$ cat src/rtl/fpu_pkg.sv
// Shared FPU package: operand field widths, special-exponent encoding and the
// denormalizer state type. Also used by the normalizer and the multiplier top.
package fpu_pkg;

    localparam int FRAC_W = 23;                 // stored fraction width
    localparam int EXP_W  = 8;                  // biased exponent width
    localparam int WORK_W = FRAC_W + 3;         // hidden bit + fraction + guard/round slots
    localparam int CNT_W  = 5;                  // holds shift counts 1..25

    localparam logic [8:0]       SAT_SHIFT   = 9'd26;   // shift count that empties the work register
    localparam logic [EXP_W-1:0] EXP_SPECIAL = 8'hFF;   // Inf/NaN exponent

    typedef enum logic [1:0] {
        IDLE  = 2'd0,
        SHIFT = 2'd1,
        DONE  = 2'd2
    } denorm_state_t;

    // 9-bit unsigned difference target - exponent; bit 8 set means target < exponent.
    function automatic logic [8:0] exp_diff(input logic [EXP_W-1:0] target,
                                            input logic [EXP_W-1:0] exponent);
        return {1'b0, target} - {1'b0, exponent};
    endfunction

endpackage

$ cat src/rtl/sticky_shift_reg.sv
// 26-bit right-shift register with sticky accumulation.
// Ports: load_i/load_data_i load a new work value and clear sticky;
//        sat_i clears the work value and sets sticky to sat_sticky_i;
//        shift_i shifts right by one, ORing the dropped LSB into sticky;
//        work_o/sticky_o are the registered state.
module sticky_shift_reg
    import fpu_pkg::*;
(
    input  logic              clk,
    input  logic              rst_n,
    input  logic              load_i,
    input  logic [WORK_W-1:0] load_data_i,
    input  logic              sat_i,
    input  logic              sat_sticky_i,
    input  logic              shift_i,
    output logic [WORK_W-1:0] work_o,
    output logic              sticky_o
);

    logic [WORK_W-1:0] work_q, work_d;
    logic              sticky_q, sticky_d;

    // Next-state selection: load beats saturate beats shift; otherwise hold.
    always_comb begin
        work_d   = work_q;
        sticky_d = sticky_q;
        if (load_i) begin
            work_d   = load_data_i;
            sticky_d = 1'b0;
        end else if (sat_i) begin
            work_d   = '0;
            sticky_d = sat_sticky_i;
        end else if (shift_i) begin
            work_d   = {1'b0, work_q[WORK_W-1:1]};
            sticky_d = sticky_q | work_q[0];
        end else begin
            work_d   = work_q;
            sticky_d = sticky_q;
        end
    end

    // Work and sticky registers.
    always_ff @(posedge clk or negedge rst_n) begin
        if (!rst_n) begin
            work_q   <= '0;
            sticky_q <= 1'b0;
        end else begin
            work_q   <= work_d;
            sticky_q <= sticky_d;
        end
    end

    assign work_o   = work_q;
    assign sticky_o = sticky_q;

endmodule

$ cat src/rtl/denormalization_machine.sv
// Multi-cycle right-shift aligner. Accepts a normalized single-precision
// operand plus a target exponent, expands the hidden bit and shifts the
// fraction right one bit per cycle until the exponent matches the target,
// collecting guard/round/sticky.
// Ports: in_valid/in_ready input handshake; sign/fraction/exponent operand;
//        target_exponent alignment target; out_valid/out_ready output
//        handshake; out_sign/out_fraction/out_exponent result;
//        guard/round_bit/sticky shifted-out bits; misalign flags
//        target_exponent < exponent (no shift performed).
module denormalization_machine
    import fpu_pkg::*;
(
    input  logic              clk,
    input  logic              rst_n,
    input  logic              in_valid,
    output logic              in_ready,
    input  logic              sign,
    input  logic [FRAC_W-1:0] fraction,
    input  logic [EXP_W-1:0]  exponent,
    input  logic [EXP_W-1:0]  target_exponent,
    output logic              out_valid,
    input  logic              out_ready,
    output logic              out_sign,
    output logic [FRAC_W:0]   out_fraction,
    output logic [EXP_W-1:0]  out_exponent,
    output logic              guard,
    output logic              round_bit,
    output logic              sticky,
    output logic              misalign
);

    denorm_state_t     state_q, state_d;
    logic [CNT_W-1:0]  count_q, count_d;
    logic              out_sign_q, out_sign_d;
    logic [EXP_W-1:0]  out_exp_q, out_exp_d;
    logic              misalign_q, misalign_d;

    logic              accept_s;
    logic              special_s;
    logic              misalign_s;
    logic              hidden_s;
    logic              sat_s;
    logic [8:0]        diff_s;
    logic [8:0]        k_s;
    logic [WORK_W-1:0] work_s;

    // Accept-time classification. Inf/NaN takes priority over misalign.
    assign accept_s   = (state_q == IDLE) && in_valid;
    assign diff_s     = exp_diff(target_exponent, exponent);
    assign special_s  = (exponent == EXP_SPECIAL);
    assign misalign_s = !special_s && diff_s[8];
    assign k_s        = (special_s || misalign_s) ? 9'd0 : diff_s;
    assign sat_s      = (k_s >= SAT_SHIFT);
    assign hidden_s   = (exponent != 8'd0);

    sticky_shift_reg u_shift (
        .clk          (clk),
        .rst_n        (rst_n),
        .load_i       (accept_s && !sat_s),
        .load_data_i  ({hidden_s, fraction, 2'b00}),
        .sat_i        (accept_s && sat_s),
        .sat_sticky_i (hidden_s | (|fraction)),
        .shift_i      (state_q == SHIFT),
        .work_o       (work_s),
        .sticky_o     (sticky)
    );

    // FSM state register.
    always_ff @(posedge clk or negedge rst_n) begin
        if (!rst_n) begin
            state_q <= IDLE;
        end else begin
            state_q <= state_d;
        end
    end

    // FSM next-state logic.
    always_comb begin
        state_d = state_q;
        case (state_q)
            IDLE: begin
                if (in_valid) begin
                    if ((k_s == 9'd0) || sat_s) begin
                        state_d = DONE;
                    end else begin
                        state_d = SHIFT;
                    end
                end else begin
                    state_d = IDLE;
                end
            end
            SHIFT: begin
                if (count_q == 5'd1) begin
                    state_d = DONE;
                end else begin
                    state_d = SHIFT;
                end
            end
            DONE: begin
                if (out_ready) begin
                    state_d = IDLE;
                end else begin
                    state_d = DONE;
                end
            end
            default: state_d = IDLE;
        endcase
    end

    // FSM output decode.
    always_comb begin
        in_ready  = 1'b0;
        out_valid = 1'b0;
        case (state_q)
            IDLE:    in_ready  = 1'b1;
            SHIFT:   in_ready  = 1'b0;
            DONE:    out_valid = 1'b1;
            default: begin
                in_ready  = 1'b0;
                out_valid = 1'b0;
            end
        endcase
    end

    // Shift counter and result-field next values; captured on accept.
    always_comb begin
        count_d    = count_q;
        out_sign_d = out_sign_q;
        out_exp_d  = out_exp_q;
        misalign_d = misalign_q;
        if (accept_s) begin
            count_d    = k_s[CNT_W-1:0];  // only meaningful when 1 <= k <= 25
            out_sign_d = sign;
            misalign_d = misalign_s;
            if (special_s) begin
                out_exp_d = EXP_SPECIAL;
            end else if (misalign_s) begin
                out_exp_d = exponent;
            end else begin
                out_exp_d = target_exponent;
            end
        end else if (state_q == SHIFT) begin
            count_d = count_q - 5'd1;
        end else begin
            count_d = count_q;
        end
    end

    // Counter and result-field registers.
    always_ff @(posedge clk or negedge rst_n) begin
        if (!rst_n) begin
            count_q    <= '0;
            out_sign_q <= 1'b0;
            out_exp_q  <= '0;
            misalign_q <= 1'b0;
        end else begin
            count_q    <= count_d;
            out_sign_q <= out_sign_d;
            out_exp_q  <= out_exp_d;
            misalign_q <= misalign_d;
        end
    end

    assign out_sign     = out_sign_q;
    assign out_exponent = out_exp_q;
    assign misalign     = misalign_q;
    assign out_fraction = work_s[WORK_W-1:2];
    assign guard        = work_s[1];
    assign round_bit    = work_s[0];

endmodule
$ cat config.mk
export PLATFORM = sky130hd
export DESIGN_NAME = denormalization_machine
export DESIGN_NICKNAME = d
export VERILOG_FILES = /design/src/rtl/fpu_pkg.sv /design/src/rtl/sticky_shift_reg.sv /design/src/rtl/denormalization_machine.sv
export SDC_FILE = /design/constraint.sdc
export NUM_CORES = 1
export LEC_CHECK = 0
export CORE_MARGIN = 1.5
export CORE_UTILIZATION = 47
export CTS_CLUSTER_SIZE = 25
export DETAILED_ROUTE_END_ITERATION = 8
export MAX_ROUTING_LAYER = met4
export PLACE_DENSITY = 0.8
export SKIP_CTS_REPAIR_TIMING = 1
export SLEW_MARGIN = 20
export SYNTH_ARGS = -nofsm -noshare
export SYNTH_HDL_FRONTEND = slang
export SYNTH_SLANG_ARGS = --single-unit
$ cat constraint.sdc
create_clock -name clk -period 1.8 [get_ports clk]
set_input_delay 0.36 -clock clk [delete_from_list [all_inputs] [get_ports clk]]
set_output_delay 0.36 -clock clk [all_outputs]
set_load 0.005 [all_outputs]
==> flow_summary_export.csv <==
group,metric,value,unit
floorplanning,fp.coreArea,0.00551,sq mm
detailed_routing,firstDrtPassIters,5,
synthesis,syn_avg_cell_area,8.14,sq um
setup_path,cp.arrival,2570,ps
setup_path,path_cells,"dlymetal6s2s_1, ha_4, fa_2, and2b_2, o21ai_2, o21ba_4, or3_4, a21oi_4, clkbuf_16, nor2_2",
floorplanning,die-area,0.00616,sq mm
floorplanning,die_w,78.5,um
sta,setup_viol,42,
clock_network,root_buffer,"clkbuf_8",
final_layout,area_growth,69.3,%
sta,fmax,0.422,GHz
detailed_routing,drc_errors,0,
setup_path,cp.required,2000,ps
setup_path,end_kind,"register",
detailed_routing,via_per_inst,5.90,
sta,rsz0062_at_grt,"yes",
placement,place_area,0.00397,sq mm
final_layout,nets,522,
setup_path,cp-start-kind,"primary input",
synthesis,synth_seq_cells,44,
setup_path,worstPathMaxFanout,6,
detailed_routing,drtAntennaViolNets,0,
placement,dpl_worst_slack,-1160,ps
setup_path,crit_slowest_cell,"or3_4",
placement,port_buffers,82,
clock_network,clock_latency,310,ps
final_layout,fin_cells,540,
setup_path,crit_family,"simple AND/OR/NAND/NOR gates",
outcome,status,"finished with violations",
detailed_routing,drt_iter0_markers,290,
sta,maxSlewViolCount,0,
synthesis,yosys_warnings,0,
detailed_routing,wirelength,10200,um
setup_path,path_class,"primary input to register",
floorplanning,die-height,78.5,um
final_layout,final_common_cell,"clkdlybuf4s50_1",
placement,dp_hpwl,5840,um
synthesis,synth_nets,384,
power_and_ir_drop,power.density,1110,mW/mm^2
placement,place.gp.congestion,0.937,
clock_network,numCtsBuffers,5,
job,drv_cap,0,
sta,worst_pin_slew,569,ps
synthesis,ys_seq_area_share,41.1,%
detailed_routing,routed-via-count,3184,
global_route,grt_max_degree,51,
setup_path,r2r_cells,6,
global_route,first_global_vias,2672,
final_layout,final_core_util,82.3,%
synthesis,synthDistinctLibCells,49,
setup_path,critPathBufInv,2,
setup_path,slowest_delay,390,ps
global_route,antenna_found_initial,0,
clock_network,htree_levels,2,
sta,maxSlewHeadroom,62.0,%
detailed_routing,wl_per_cell,18.8,um
global_route,grt_usage,26.9,%
clock_network,clk_transition_reported_paths,90,ps
synthesis,async_reset_ff_share,100,%
setup_path,r2r_start,"state_q[0]$_DFF_PN0_",
floorplanning,placement_rows,27,
final_layout,multiInputGateArea,0.00170,sq mm
synthesis,synth.cell_area,0.00268,sq mm
sta,fin_worst_skew,6.66,ps
clock_network,clock-sinks,44,
hold_path,min-delay-path-class,"primary input to asynchronous set/reset pin",
sta,final.period_utilization,132,%
final_layout,antenna_cells,0,
sta,hold_viol_final,0,
synthesis,synth_edf_count,0,
synthesis,synthFlopType,"dfrtp_1",
floorplanning,start_util,48.6,%
global_route,grt_overflow,0,
power_and_ir_drop,total_power,5.02,mW
sta,min_period,2370,ps
clock_network,cts_tree,"yes",
final_layout,ff_latch_area,0.00110,sq mm
setup_path,r2r_setup_slack,-30,ps
synthesis,syn_inst,329,
power_and_ir_drop,p_leak,2.03,nW
final_layout,fillers,290,
power_and_ir_drop,peakVddDrop,0.750,mV
final_layout,most-common-layout-cells,"67 x clkdlybuf4s50_1, 57 x nand2_1, 57 x a21oi_1, 57 x buf_4, 44 x dfrtp_1",
floorplanning,boundaryPins,83,
sta,worst_slack,-572,ps
final_layout,drive_gt1_share,28.8,%
setup_path,worstReg2RegEnd,"u_shift.work_o[15]$_DFFE_PN0P_",
clock_network,cts_buffer_depth,2,
final_layout,final_cell_area,0.00453,sq mm
outcome,failed_checks,"setup timing",
placement,dp.cells,516,
global_route,grt_pass1_wl,12700,um
metal layers:
| layer | share of wire, % | wire, um | vias up | global-route usage [%] |
|---|---|---|---|---|
| met4 | 2.4 | 242 | 0 | 8.04 |
| met1 | 40 | 4090 | 1573 | 34.3 |
| li1 | - | - | 1419 | - |
| met5 | 0 | 0 | - | - |
| met3 | 6.7 | 677 | 29 | 4.19 |
| met2 | 51 | 5160 | 163 | 44.4 |
stage by stage:
stage / hold slack [ps] / TNS (ps)
floorplan: 64.4 / -13610
global placement: 460 / -41500
detailed placement: 466 / -42840
CTS: 132 / -29230
global route: 162 / -19830
finish: 115 / -18360
power by group:
group	total, mW	internal (mW)	switching [mW]
logic	2.56	1.41	1.15
registers	1.66	1.36	0.305
clock network	0.804	0.419	0.386
how the worst max path moves through the flow:
| stage | from | end | slack [ps] | cells past startpoint |
|---|---|---|---|---|
| final | exponent[0] | u_shift.work_o[15]$_DFFE_PN0P_ | -570 | 10 |
| after global routing | target_exponent[0] | u_shift.work_o[15]$_DFFE_PN0P_ | -600 | 12 |
| after CTS | target_exponent[0] | u_shift.work_o[7]$_DFFE_PN0P_ | -820 | 12 |
| after detailed placement | target_exponent[0] | u_shift.work_o[7]$_DFFE_PN0P_ | -1160 | 12 |
| after global placement | target_exponent[0] | u_shift.work_o[5]$_DFFE_PN0P_ | -1110 | 12 |
| after floorplan | target_exponent[0] | u_shift.work_o[20]$_DFFE_PN0P_ | -460 | 10 |
sequential cells by signal, summed over array words and instances (netlist names):
name / flops
u_shift.work_o: 26
u_shift.sticky_o: 1
misalign: 1
out_sign: 1
out_exponent: 8
count_q: 5
state_q: 2
cells by family after synthesis:
group / Yosys count / share of synthesized area (%)
AO/OA/AOI/OAI: 95 / 22.0
XOR/XNOR: 5 / 1.64
adder cells (fa/ha/maj): 11 / 5.42
buffers and inverters: 32 / 5.19
flip-flops: 44 / 41.1
multiplexers: 7 / 2.62
AND/OR/NAND/NOR: 135 / 22.0
area by class of cell:
class / instances / share of cell area [%]
inverters: 15 / 1.52
repair buffers: 148 / 32.1
clock inverters: 3 / 1.02
flip-flops and latches: 44 / 24.3
multi-input cells: 253 / 37.6
clock buffers: 5 / 1.52
well taps: 72 / 1.99
cells in the mapped netlist, types with 6 or more instances:
master	count	share of area [%]
a21oi_1	59	11
clkbuf_1	11	1.5
dfrtp_1	44	41
ha_1	10	4.7
inv_1	15	2.1
mux2i_1	7	2.6
nand2_1	58	8.1
nor2_1	44	6.2
nor3_1	6	1.1
nor4_1	7	1.6
o21ai_0	6	1.1
Power figures use the tool's default switching activity.
